## config.mk

```make
export PLATFORM = sky130hd
export DESIGN_NAME = quad_decoder_flat
export DESIGN_NICKNAME = d
export VERILOG_FILES = /design/src/rtl/quad_decoder_if.sv /design/src/rtl/quad_decoder.sv /design/src/flat_wrapper.sv
export SDC_FILE = /design/constraint.sdc
export NUM_CORES = 1
export LEC_CHECK = 0
export CAP_MARGIN = 40
export CORE_UTILIZATION = 50
export CTS_CLUSTER_SIZE = 14
export DETAILED_ROUTE_END_ITERATION = 12
export PLACE_DENSITY = 0.76
export SYNTH_ARGS = -nofsm -noshare
export SYNTH_HDL_FRONTEND = slang
export SYNTH_SLANG_ARGS = --single-unit
```

## constraint.sdc

```tcl
create_clock -name clk -period 3.6 [get_ports clk]
set_input_delay 0.36 -clock clk [delete_from_list [all_inputs] [get_ports clk]]
set_output_delay 0.36 -clock clk [all_outputs]
set_load 0.01 [all_outputs]
```

## src/rtl/quad_decoder_if.sv

```systemverilog
// rtl/quad_decoder_if.sv - encoder pin, control and position/snapshot bundle for quad_decoder
//
// master: drives a_in, b_in, res_mode, snap, clear_err; reads the rest.
// slave : the decoder; reads the pins and controls, drives count, dir, step,
//         snap_count, snap_delta, snap_valid and err.
interface quad_decoder_if #(
    parameter int COUNT_W = 10
);
    logic               a_in;
    logic               b_in;
    logic [1:0]         res_mode;
    logic               snap;
    logic               clear_err;
    logic [COUNT_W-1:0] count;
    logic               dir;
    logic               step;
    logic [COUNT_W-1:0] snap_count;
    logic [COUNT_W-1:0] snap_delta;
    logic               snap_valid;
    logic               err;

    modport master (
        output a_in, b_in, res_mode, snap, clear_err,
        input  count, dir, step, snap_count, snap_delta, snap_valid, err
    );

    modport slave (
        input  a_in, b_in, res_mode, snap, clear_err,
        output count, dir, step, snap_count, snap_delta, snap_valid, err
    );
endinterface

```

## src/rtl/quad_decoder.sv

```systemverilog
// rtl/quad_decoder.sv - filtered quadrature decoder with resolution select and snapshots
//
// Ports:
//   clk    - system clock, rising edge
//   reset  - synchronous active-low reset
//   bus    - quad_decoder_if.slave:
//              a_in, b_in   asynchronous encoder channels
//              res_mode     0 = x4, 1 = x2, 2 = x1, 3 = x4
//              snap         one-cycle snapshot request
//              clear_err    clears the sticky error flag
//              count        current position
//              dir          last valid direction (1 = forward)
//              step         one-cycle pulse per counted edge
//              snap_count   position captured by the last snapshot
//              snap_delta   position change since the previous snapshot
//              snap_valid   one-cycle pulse when snap_* update
//              err          sticky illegal-transition flag
module quad_decoder #(
    parameter int COUNT_W    = 10,
    parameter int FILTER_LEN = 4,
    parameter int WRAP       = 1
) (
    input  logic           clk,
    input  logic           reset,
    quad_decoder_if.slave  bus
);
    localparam int FILT_W = 8;
    localparam int ARM_W  = 9;
    localparam logic [FILT_W-1:0]  FILT_LAST = FILT_W'(FILTER_LEN - 1);
    localparam logic [ARM_W-1:0]   ARM_LOAD  = ARM_W'(FILTER_LEN + 3);
    localparam logic [COUNT_W-1:0] CNT_MAX   = {COUNT_W{1'b1}};
    localparam logic [COUNT_W-1:0] CNT_ONE   = COUNT_W'(1);

    logic               a_s1, a_s2, b_s1, b_s2;
    logic [FILT_W-1:0]  a_fcnt, b_fcnt;
    logic               a_filt, b_filt;
    logic [ARM_W-1:0]   arm_cnt;
    logic [1:0]         prev;
    logic [COUNT_W-1:0] count_q, snap_count_q, snap_delta_q, base_q;
    logic               dir_q, step_q, snap_valid_q, err_q;

    logic [1:0]         cur, chg, fwd_next;
    logic               armed, valid, illegal, fwd, counted;
    logic [COUNT_W-1:0] next_count;

    assign cur     = {a_filt, b_filt};
    assign chg     = prev ^ cur;
    assign armed   = (arm_cnt == '0);
    assign valid   = armed && (chg == 2'b01 || chg == 2'b10);
    assign illegal = armed && (chg == 2'b11);
    assign fwd     = (cur == fwd_next);

    // Forward rotation 00 -> 10 -> 11 -> 01 -> 00.
    always_comb begin
        fwd_next = 2'b00;
        case (prev)
            2'b00:   fwd_next = 2'b10;
            2'b10:   fwd_next = 2'b11;
            2'b11:   fwd_next = 2'b01;
            default: fwd_next = 2'b00;
        endcase
    end

    always_comb begin
        counted = 1'b0;
        case (bus.res_mode)
            2'd1:    counted = valid && chg[1];
            2'd2:    counted = valid && ((prev == 2'b00 && cur == 2'b10) ||
                                         (prev == 2'b10 && cur == 2'b00));
            default: counted = valid;
        endcase
    end

    // next_count is also what a coincident snapshot captures.
    always_comb begin
        next_count = count_q;
        if (counted) begin
            if (fwd) begin
                if (WRAP != 0 || count_q != CNT_MAX)
                    next_count = count_q + CNT_ONE;
            end else begin
                if (WRAP != 0 || count_q != '0)
                    next_count = count_q - CNT_ONE;
            end
        end
    end

    always_ff @(posedge clk) begin
        if (!reset) begin
            a_s1         <= 1'b0;
            a_s2         <= 1'b0;
            b_s1         <= 1'b0;
            b_s2         <= 1'b0;
            a_fcnt       <= '0;
            b_fcnt       <= '0;
            a_filt       <= 1'b0;
            b_filt       <= 1'b0;
            arm_cnt      <= ARM_LOAD;
            prev         <= 2'b00;
            count_q      <= '0;
            dir_q        <= 1'b0;
            step_q       <= 1'b0;
            err_q        <= 1'b0;
            snap_count_q <= '0;
            snap_delta_q <= '0;
            snap_valid_q <= 1'b0;
            base_q       <= '0;
        end else begin
            a_s1 <= bus.a_in;
            a_s2 <= a_s1;
            b_s1 <= bus.b_in;
            b_s2 <= b_s1;

            // A channel is accepted only after FILTER_LEN consecutive
            // differing cycles; any agreeing cycle restarts the count.
            if (a_s2 != a_filt) begin
                if (a_fcnt == FILT_LAST) begin
                    a_filt <= a_s2;
                    a_fcnt <= '0;
                end else begin
                    a_fcnt <= a_fcnt + FILT_W'(1);
                end
            end else begin
                a_fcnt <= '0;
            end

            if (b_s2 != b_filt) begin
                if (b_fcnt == FILT_LAST) begin
                    b_filt <= b_s2;
                    b_fcnt <= '0;
                end else begin
                    b_fcnt <= b_fcnt + FILT_W'(1);
                end
            end else begin
                b_fcnt <= '0;
            end

            // prev tracks the filtered state even while disarmed so that the
            // first armed comparison starts from the settled pin state.
            prev <= cur;
            if (!armed)
                arm_cnt <= arm_cnt - ARM_W'(1);

            step_q  <= counted;
            count_q <= next_count;
            if (valid)
                dir_q <= fwd;

            if (illegal)
                err_q <= 1'b1;
            else if (bus.clear_err)
                err_q <= 1'b0;

            snap_valid_q <= bus.snap;
            if (bus.snap) begin
                snap_count_q <= next_count;
                snap_delta_q <= next_count - base_q;
                base_q       <= next_count;
            end
        end
    end

    assign bus.count      = count_q;
    assign bus.dir        = dir_q;
    assign bus.step       = step_q;
    assign bus.err        = err_q;
    assign bus.snap_count = snap_count_q;
    assign bus.snap_delta = snap_delta_q;
    assign bus.snap_valid = snap_valid_q;
endmodule
```

## src/flat_wrapper.sv

```systemverilog
// flat-port wrapper written by rule: the top's interface ports become plain ports
module quad_decoder_flat 
#(
    parameter int COUNT_W    = 10,
    parameter int FILTER_LEN = 4,
    parameter int WRAP       = 1
)
  (clk, reset, bus_a_in, bus_b_in, bus_res_mode, bus_snap, bus_clear_err, bus_count, bus_dir, bus_step, bus_snap_count, bus_snap_delta, bus_snap_valid, bus_err);
  quad_decoder_if #(.COUNT_W(COUNT_W)) bus_i ();
  input  logic clk;
  input  logic reset;
  input wire logic [$bits(bus_i.a_in)-1:0] bus_a_in;
  input wire logic [$bits(bus_i.b_in)-1:0] bus_b_in;
  input wire logic [$bits(bus_i.res_mode)-1:0] bus_res_mode;
  input wire logic [$bits(bus_i.snap)-1:0] bus_snap;
  input wire logic [$bits(bus_i.clear_err)-1:0] bus_clear_err;
  output wire logic [$bits(bus_i.count)-1:0] bus_count;
  output wire logic [$bits(bus_i.dir)-1:0] bus_dir;
  output wire logic [$bits(bus_i.step)-1:0] bus_step;
  output wire logic [$bits(bus_i.snap_count)-1:0] bus_snap_count;
  output wire logic [$bits(bus_i.snap_delta)-1:0] bus_snap_delta;
  output wire logic [$bits(bus_i.snap_valid)-1:0] bus_snap_valid;
  output wire logic [$bits(bus_i.err)-1:0] bus_err;
  assign bus_i.a_in = bus_a_in;
  assign bus_i.b_in = bus_b_in;
  assign bus_i.res_mode = bus_res_mode;
  assign bus_i.snap = bus_snap;
  assign bus_i.clear_err = bus_clear_err;
  assign bus_count = bus_i.count;
  assign bus_dir = bus_i.dir;
  assign bus_step = bus_i.step;
  assign bus_snap_count = bus_i.snap_count;
  assign bus_snap_delta = bus_i.snap_delta;
  assign bus_snap_valid = bus_i.snap_valid;
  assign bus_err = bus_i.err;
  quad_decoder #(.COUNT_W(COUNT_W), .FILTER_LEN(FILTER_LEN), .WRAP(WRAP)) u_core (.clk(clk), .reset(reset), .bus(bus_i));
endmodule
```

Word level (Yosys, flattened, before mapping)
Index checks and enable logic that the tools add are counted.
- reduce and logical (&&, ||, !) cells: 16
- bitwise gates (word level): 4
- equality and inequality tests: 13
- muxes and demuxes: 6
- add/sub/neg operators: 6
- operators with widths (kind ; count):
    two-way mux 10 bit ; 2
    adder 8 x 1 -> 8 bit (second input constant) ; 2
    equality test 8 x 2 -> 1 bit (second input constant) ; 2
    equality test 2 bit (second input constant) ; 6
    adder 10 x 1 -> 10 bit (second input constant) ; 1
    subtractor 10 x 1 -> 10 bit (second input constant) ; 1
    subtractor 10 bit ; 1
    zero test 9 bit ; 1
    subtractor 9 x 1 -> 9 bit (second input constant) ; 1
    logical AND 1 bit ; 6
    one-hot mux 2 bit (3 select lines) ; 1
    OR reduction 3 bit ; 2
    equality test 2 x 1 -> 1 bit (second input constant) ; 2
    zero test 2 bit ; 2
    AND reduction 2 bit ; 2
    NOT 1 bit ; 3
    equality test 2 bit ; 1
    logical OR 1 bit ; 2
    two-way mux 1 bit ; 2
    inequality test 1 bit ; 2
    one-hot mux 1 bit (2 select lines) ; 1
    nonzero test 2 bit ; 1
    XOR 2 bit ; 1
- output and inout port bits: 34
- bits of input ports: 8
- logic and storage cells: 62
- bits in registers: 67

Logic depth before layout (Yosys ltp)
Gate-level depths: netlist of the first run.
- word-level depth: 8
- mapped depth: 19
- mapped depth without buffers: 18

Worst setup path after synthesis of the first run
Ideal clock, no wire load.
- kind: register to register
- from: register u_core.b_filt
- to: register u_core.snap_delta_q[9] (netlist: u_core.bus.snap_delta[9])
- library setup time: 132 ps
- arrival: 3389 ps
- buffers on the path: 1
- slack: 79 ps
- clock period less this slack: 3521 ps
- data required time: 3468 ps
- stages on the path, launching flop included: 19
- cell sequence: dfxtp_1 buf_2 xnor2_1 nand2_1 inv_1 fa_1 nand3b_1 a21boi_0 o21ai_0 nor2b_1 xnor2_1 mux2_2 ha_1 nor2_1 nor4b_1 o21ai_0 xnor2_1 xnor2_1 a21oi_1
- elaborated cells on any way between the ends: 17
- those cells by class: add/sub (1); eq/ne (4); mux (3); bitwise (1); reduce/logical (8)
- RTL lines (element ; RTL line ; text):
    start: declaration ; quad_decoder.sv:36 ; logic a_filt, b_filt;
    start signal: assignment ; quad_decoder.sv:129 ; b_filt <= b_s2;
    equality test 2 bit ; quad_decoder.sv:51 ; assign fwd = (cur == fwd_next);
    net u_core.fwd ; quad_decoder.sv:43 ; logic armed, valid, illegal, fwd, counted;
    two-way mux 10 bit ; quad_decoder.sv:78 ; if (fwd) begin
    two-way mux 10 bit ; quad_decoder.sv:77 ; if (counted) begin
    net u_core.next_count[6] ; quad_decoder.sv:44 ; logic [COUNT_W-1:0] next_count;
    subtractor 10 bit ; quad_decoder.sv:157 ; snap_delta_q <= next_count - base_q;
    end signal: assignment ; quad_decoder.sv:157 ;
    end: declaration ; quad_decoder.sv:39 ; logic [COUNT_W-1:0] count_q, snap_count_q, snap_delta_q, base_q;
The timed path passes the listed nets, and every way through them passes these cells.
A chain may end at the register's enable or synchronous reset.

Final worst setup path of the first run
- from: register u_core.prev[1]
- to: register u_core.snap_delta_q[9] (netlist: u_core.bus.snap_delta[9])
- cells in the longest elaborated chain, start to end: 8
- elaborated cells on any way between the ends: 19
- those cells by class: add/sub (1); eq/ne (5); mux (4); bitwise (1); reduce/logical (8)
- RTL lines (element ; RTL line ; text):
    start: declaration ; quad_decoder.sv:38 ; logic [1:0] prev;
    start signal: assignment ; quad_decoder.sv:140 ; prev <= cur;
    XOR 2 bit ; quad_decoder.sv:47 ; assign chg = prev ^ cur;
    equality test 2 x 1 -> 1 bit or equality test 2 bit (tied branches) ; quad_decoder.sv:49 ; assign valid = armed && (chg == 2'b01 || chg == 2'b10);
    logical OR 1 bit ; quad_decoder.sv:49 ;
    logical AND 1 bit ; quad_decoder.sv:49 ;
    logical AND 1 bit (on tied branches) ; quad_decoder.sv:68, quad_decoder.sv:67 ;
    one-hot mux 1 bit (2 select lines) ; quad_decoder.sv:66 ; case (bus.res_mode)
    two-way mux 10 bit * ; quad_decoder.sv:77 ;
    net u_core.next_count[5] ; quad_decoder.sv:44 ;
    subtractor 10 bit * ; quad_decoder.sv:157 ;
Mark *: on every way through the listed nets, which the timed path passes. The rest lies on a longest branch.

==> results.py, run 1 <==
metrics = {
    "critical_path": {
        "r2r_end": "u_core.bus.snap_delta[9]$_SDFFE_PN0P_",
        "r2r_start": "u_core.prev[1]$_SDFF_PN0_",
        "path_class": "reg -> reg",
        "start_kind": "flop",
        "crit_required_ps": 3830,
        "cp.arrival_ps": 3620,
        "cp_max_fo": 10,
        "reg2reg_slack_ps": 210,
        "endpoint_kind": "flop",
        "reg2reg_depth": 18,
    },
    "timing": {
        "final-max-slew-violation-count": 0,
        "fin_crit_sh_pct": 94.25,
        "setup_viol": 0,
        "final_hold_viol_count": 0,
        "clock_skew_ps": 5.645,
        "worst_pin_slew_ps": 683.4,
        "final.min_clock_period_ps": 3393,
        "hold_slack_ps": 438.9,
        "relSlewSlack_pct": 54.30,
        "fmax_mhz": 294.7,
    },
    "clock_network": {
        "clk_pin_slew_ps": 80,
        "htree_levels": 3,
        "clkSinkCount": 67,
        "hold_buffers": 0,
        "clk_latency_ps": 350,
        "cts_buffer_depth": 2,
        "cts_tree": "built",
        "cts-buffers-inserted": 9,
        "clock-root-buffer": "clkbuf_8",
    },
    "drt": {
        "antenna_left": 0,
        "drc": 0,
        "wl_per_cell_um": 13.98,
        "wirelength_mm": 7.283,
        "vias_per_cell": 5.261,
        "num_vias": 2741,
        "firstDrtPassIters": 4,
        "drt_iter0_drc": 99,
    },
    "worst_hold_path": {
        "hp-start": "u_core.b_s1$_SDFF_PN0_",
        "hold-path-cell-count": 1,
        "hold_end": "u_core.b_s2$_SDFF_PN0_",
        "hp-class": "reg -> reg",
    },
    "floorplan": {
        "fp.dieH_um": 84.78,
        "rows": 29,
        "dieArea_sq_mm": 0.007187,
        "core_area_sq_mm": 0.006495,
        "pin_count": 42,
        "start_util_pct": 52.75,
        "die_w_um": 84.78,
    },
    "power": {
        "p_leak_uw": 0.001887,
        "vdd_ir_drop_max_mv": 0.2633,
        "p_total_uw": 1644,
        "powerDensity_mw_per_mm2": 375.5,
    },
    "global_route": {
        "grt_max_degree": 34,
        "grt_pass1_wl_mm": 11.96,
        "grt_remaining_overflow": 0,
        "first_global_vias": 2650,
        "globalRouteTotalUtil_pct": 21.06,
        "antenna_found_initial": 0,
    },
    "logic_synthesis": {
        "yosysTopAreaCell": "dfxtp_1",
        "syn_area_per_cell_sq_um": 9.160,
        "synth_edf_count": 0,
        "synth_cell_types": 50,
        "ys_dominant_reg_cell": "dfxtp_1",
        "ys_ff_latch": 67,
        "syn-num-nets": 408,
        "synth.area.top_cells": "dfxtp_1 39%, ha_1 8.8%, xor2_1 5.1%",
        "synth_top_area_share_pct": 39.15,
        "syn_inst": 374,
        "ys_warn_count": 0,
        "ys_async_sr_fraction_pct": 0,
        "ys_seq_area_share_pct": 39.15,
        "netlist_area_sq_mm": 0.003426,
    },
    "final_layout": {
        "drive_above_1_share_pct": 14.86,
        "fin_nets": 473,
        "antenna_cells": 0,
        "syn_to_final_growth_pct": 27.79,
        "final_cell_mix": "63 x dfxtp_1, 41 x clkdlybuf4s50_1, 29 x nor2_1",
        "layout_commonest_cell": "dfxtp_1",
    },
    "placement": {
        "place_congestion": 0.8592,
        "dp_hpwl_mm": 5.136,
        "placement.io_buffers": 41,
    },
    "outcome": {
        "run_status": "completed",
    },
    "job": {
        "maxCapViolCount": 0,
    },
}
[stage by stage]
stage	utilization, %	std cells	area, sq um	worst slack, ps	setup TNS, ps
after global routing	67.41	521	4378	-30.46	-30.46
final	67.41	521	4378	206.8	0
after detailed placement	62.09	500	4033	-41.20	-41.20
after floorplan	-	374	3426	78.91	0
after global placement	62.09	500	4033	119.5	0
after CTS	65.73	516	4269	9.745	0
[area by class of cell]
type | count | area (sq um)
flip-flops and latches | 67 | 1346
fillers | 516 | 2117
multi-input cells | 272 | 2024
clock inverters | 6 | 88.84
inverters | 24 | 90.09
clock buffers | 10 | 137.6
repair buffers | 65 | 594.3
well taps | 77 | 96.34
[report_power, final]
part	switching (uW)	total, uW	internal [uW]	leakage (uW)
registers	14.5	776	762	0.000547
clock network	301	709	408	0.000108
logic	73.5	158	84.7	0.00123
[how the worst max path moves through the flow]
| stage | startpoint | to | slack [ps] | cells after the start |
|---|---|---|---|---|
| 2_1_floorplan | u_core.b_filt$_SDFFE_PN0P_ | u_core.bus.snap_delta[9]$_SDFFE_PN0P_ | 80 | 18 |
| 3_3_place_gp | u_core.prev[0]$_SDFF_PN0_ | u_core.bus.snap_delta[9]$_SDFFE_PN0P_ | 120 | 18 |
| 3_5_place_dp | u_core.prev[0]$_SDFF_PN0_ | u_core.bus.snap_delta[9]$_SDFFE_PN0P_ | -40 | 17 |
| 4_1_cts | u_core.prev[0]$_SDFF_PN0_ | u_core.bus.snap_delta[9]$_SDFFE_PN0P_ | 10 | 18 |
| 5_1_grt | u_core.prev[1]$_SDFF_PN0_ | u_core.bus.snap_delta[9]$_SDFFE_PN0P_ | -30 | 18 |
| 6_report | u_core.prev[1]$_SDFF_PN0_ | u_core.bus.snap_delta[9]$_SDFFE_PN0P_ | 210 | 18 |
[sequential cells by signal, summed over array words and instances (netlist names)]
signal and cells:
u_core.b_s2 1, u_core.a_fcnt 8, u_core.b_s1 1, u_core.bus.count 10, u_core.arm_cnt 9, u_core.bus.err 1
u_core.bus.dir 1, u_core.bus.snap_valid 1, u_core.a_s2 1, u_core.b_filt 1, u_core.b_fcnt 8, u_core.a_filt 1
u_core.bus.snap_delta 10, u_core.a_s1 1, u_core.prev 2, u_core.bus.step 1, u_core.base_q 10
[Yosys cell counts (2+ instances only)]
master,instances
and3_1,3
nand2_1,26
inv_1,24
and2_1,12
o21a_1,2
xor2_1,20
nand3_1,17
fa_1,2
a21boi_0,4
mux2i_1,14
dfxtp_1,67
nor2b_1,18
o21ai_0,15
nor3_1,7
o211a_1,8
clkbuf_1,9
nor4b_1,3
a21oi_1,16
ha_1,24
a21o_1,3
nor2_1,29
nor3b_1,2
nand2b_1,3
or3_2,2
xnor2_1,19
[logic make-up after synthesis]
family | count (synthesis) | share of synthesized area (%)
adder cells (fa/ha/maj) | 26 | 9.934
AO/OA/AOI/OAI | 57 | 10.96
flip-flops | 67 | 39.15
multiplexers | 15 | 4.419
XOR/XNOR | 39 | 9.971
AND/OR/NAND/NOR | 135 | 21.69
buffers and inverters | 35 | 3.871
[timing repair]
action	in CTS	in global routing
buffers inserted	0	5
pin swaps	0	7
resized for setup	3	15
endpoints found under the setup margin	1	3
hold endpoints to repair	0	0
[layer usage]
metal	vias to the layer above	part of all wire (%)	global-route usage, %
met1	1299	47	26.43
met4	0	1.7	9.861
met2	41	49	35.03
met5	-	0	0
met3	10	3.0	3.933
li1	1391	-	-
[critical path: stages (launching register included)]
cell and delay [ps]:
dfxtp_2 350, xnor2_2 160, nand2_1 110, buf_6 160, ha_1 310, a21o_1 200
a221oi_2 260, buf_4 160, xnor2_1 70, mux2i_1 220, inv_1 110, ha_4 290
o21ai_0 80, a21oi_1 180, nand3_1 120, o21ai_2 140, xnor2_1 140, xnor2_1 140
a21oi_1 80
(Power assumes the default switching activity.)
==> run 2: changes to the inputs <==
Settings changed: SETUP_SLACK_MARGIN from default to 0.15.
==> run 2 against run 1 <==
  * Combinational power rose by 6%
  * Sequential cell count did not move
  * Hold slack got worse by 6.7 ps
  * Cell count rose by 0.58%
  * Total power fell by 10%
  * First-iteration DRC count rose by 17%
  * Clock skew rose by 2.7 ps
  * Clock power fell by 25%
  * Critical path depth did not move
  * Count of clock-buffer cells in the layout rose by 1
  * Wire length rose by 2.9%
  * Critical path type unchanged
==> results.py, run 2 (synthesis gave the netlist of run 1 again) <==
metrics = {
    "power": {
        "vdd_ir_drop_max_mv": 0.2284,
        "clkPwrFrac_pct": 36.1,
        "combPwrFrac_pct": 11.3,
        "powerDensity_mw_per_mm2": 329.4,
        "power_switching_uw": 379.0,
        "seqPwrFrac_pct": 52.6,
        "swShare_pct": 25.65,
        "p_leak_uw": 0.001904,
        "p_int_uw": 1098,
    },
    "clock_network": {
        "clkSinkCount": 67,
        "cts_buffer_depth": 2,
        "htree_levels": 3,
        "cts-buffers-inserted": 9,
        "hold_buffers": 0,
        "clk_latency_ps": 360,
        "cts_tree": "built",
        "clk_pin_slew_ps": 70,
        "clock-root-buffer": "clkbuf_8",
    },
    "final_layout": {
        "syn_to_final_growth_pct": 30.90,
        "final_cell_mix": "64 x dfxtp_1, 41 x clkdlybuf4s50_1, 29 x nor2_1",
        "fin_nets": 476,
        "layout_commonest_cell": "dfxtp_1",
        "antenna_cells": 0,
        "drive_above_1_share_pct": 18.79,
        "final_cells": 524,
    },
    "outcome": {
        "run_status": "completed",
    },
    "critical_path": {
        "reg2reg_slack_ps": 210,
        "r2r_end": "u_core.bus.snap_delta[9]$_SDFFE_PN0P_",
        "path_class": "reg -> reg",
        "endpoint_kind": "flop",
        "cp.arrival_ps": 3620,
        "crit_required_ps": 3830,
        "setup.worst_path.start": "u_core.a_filt$_SDFFE_PN0P_",
        "crit_chain": "xor2_1 -> nand2_2 -> buf_6 -> ha_1 -> a21oi_2 -> a21boi_2 -> o21ai_1 -> nor2b_4 -> xnor2_1 -> mux2_4 -> ha_4 -> nor2_1 -> a21oi_1 -> nand3_1 -> o21ai_2 -> xnor2_2 -> xnor2_1 -> a21oi_1",
        "slowest_delay_ps": 350,
        "start_kind": "flop",
        "r2r_start": "u_core.a_filt$_SDFFE_PN0P_",
        "cp_slowest_cell": "dfxtp_2",
        "cp_max_fo": 5,
        "crit_path_end": "u_core.bus.snap_delta[9]$_SDFFE_PN0P_",
        "reg2reg_depth": 18,
    },
    "timing": {
        "clock_skew_ps": 8.312,
        "final_hold_viol_count": 0,
        "setup_viol": 0,
        "tns_ps": 0,
        "final.min_clock_period_ps": 3391,
        "worst_pin_slew_ps": 866.1,
        "final-max-slew-violation-count": 0,
        "relSlewSlack_pct": 42.08,
        "rsz0062_at_grt": "yes",
        "fin_crit_sh_pct": 94.20,
        "hold_slack_ps": 432.2,
        "fmax_mhz": 294.9,
    },
    "floorplan": {
        "start_util_pct": 52.75,
        "rows": 29,
        "fp.dieH_um": 84.78,
        "dieArea_sq_mm": 0.007187,
        "die_w_um": 84.78,
        "core_area_sq_mm": 0.006495,
        "pin_count": 42,
    },
    "drt": {
        "wirelength_mm": 7.493,
        "num_vias": 2787,
        "firstDrtPassIters": 4,
        "drt_iter0_drc": 116,
        "wl_per_cell_um": 14.30,
        "drc": 0,
        "vias_per_cell": 5.319,
        "antenna_left": 0,
    },
    "placement": {
        "place_congestion": 0.8673,
        "dp_hpwl_mm": 4.917,
        "placement.io_buffers": 41,
        "placed_cells": 497,
    },
    "global_route": {
        "grt_pass1_wl_mm": 11.75,
        "antenna_found_initial": 0,
        "grt_remaining_overflow": 0,
        "first_global_vias": 2668,
        "globalRouteTotalUtil_pct": 20.58,
        "grt_max_degree": 34,
    },
    "worst_hold_path": {
        "hp-class": "reg -> reg",
        "hold-path-cell-count": 1,
    },
    "job": {
        "maxCapViolCount": 0,
    },
}
==> run 2: cell types whose count changed in the layout (fill, tap and decap cells not counted), sizes merged <==
cell,previous run,this run
clkinv,2,3
bufinv,2,0
clkbuf,10,11
buf,24,27
==> run 2: power by group through the flow <==
stage,Combinational (uW),Clock [uW],Sequential (uW)
5_1_grt,185,568,779
2_1_floorplan,87.0,0,798
4_1_cts,156,538,777
6_report,167,534,777
3_3_place_gp,150,0,793
3_5_place_dp,153,0,793
==> run 2: per-layer routing <==
layer / up-vias / wire (um) / track usage (%)
met4: 0 / 149 / 11.09
li1: 1405 / - / -
met2: 45 / 3619 / 33.41
met5: - / 0 / 0
met3: 15 / 212 / 3.343
met1: 1322 / 3512 / 26.24
==> run 2: worst max-delay path, delay by kind of cell (launching register included) <==
family	cells	cell delay, ps
AO/OA/AOI/OAI	6	880
adder cells (fa/ha/maj)	2	620
multiplexers	1	290
buffers and inverters	1	160
flip-flops	1	350
AND/OR/NAND/NOR	4	450
XOR/XNOR	4	510
==> run 2: stage by stage <==
stage	power [uW]	utilization, %	instance area [sq um]	setup slack [ps]
final	1477	69.04	4484	209.0
after global routing	1532	69.04	4484	77.73
after CTS	1471	65.04	4224	165.6
after detailed placement	946.0	61.78	4013	18.69
after global placement	943.6	61.78	4013	114.3
after floorplan	884.8	-	3428	177.5
==> run 2: layout make-up <==
cell class,count,area (sq um)
Multi-Input combinational cell,272,2175
Fill cell,491,2011
Sequential cell,67,1345
Timing Repair Buffer,68,616.8
Clock buffer,11,131.4
Tap cell,77,96.34
Inverter,24,90.09
Clock inverter,5,30.03
==> run 2: timing repair <==
| item | 4_1_cts | 5_1_grt |
|---|---|---|
| gates resized for setup | 6 | 36 |
| hold endpoints to repair | 0 | 0 |
| pin swaps | 2 | 16 |
| buffers inserted | 4 | 7 |
| setup endpoints to repair | 1 | 6 |
==> run 2: how the worst min path moves through the flow <==
stage                                start                     end  slack, ps
global route        u_core.a_s1$_SDFF_PN0_  u_core.a_s2$_SDFF_PN0_        470
detailed placement  u_core.a_s1$_SDFF_PN0_  u_core.a_s2$_SDFF_PN0_        420
floorplan           u_core.a_s1$_SDFF_PN0_  u_core.a_s2$_SDFF_PN0_        410
finish              u_core.a_s1$_SDFF_PN0_  u_core.a_s2$_SDFF_PN0_        430
global placement    u_core.b_s1$_SDFF_PN0_  u_core.b_s2$_SDFF_PN0_        420
CTS                 u_core.a_s1$_SDFF_PN0_  u_core.a_s2$_SDFF_PN0_        440
==> run 3: changes to the inputs <==
Settings changed: CTS_CLUSTER_SIZE 14 to default.
==> results of run 3 <==
Same layout as run 2: the final DEF is identical, and so are final timing and power.
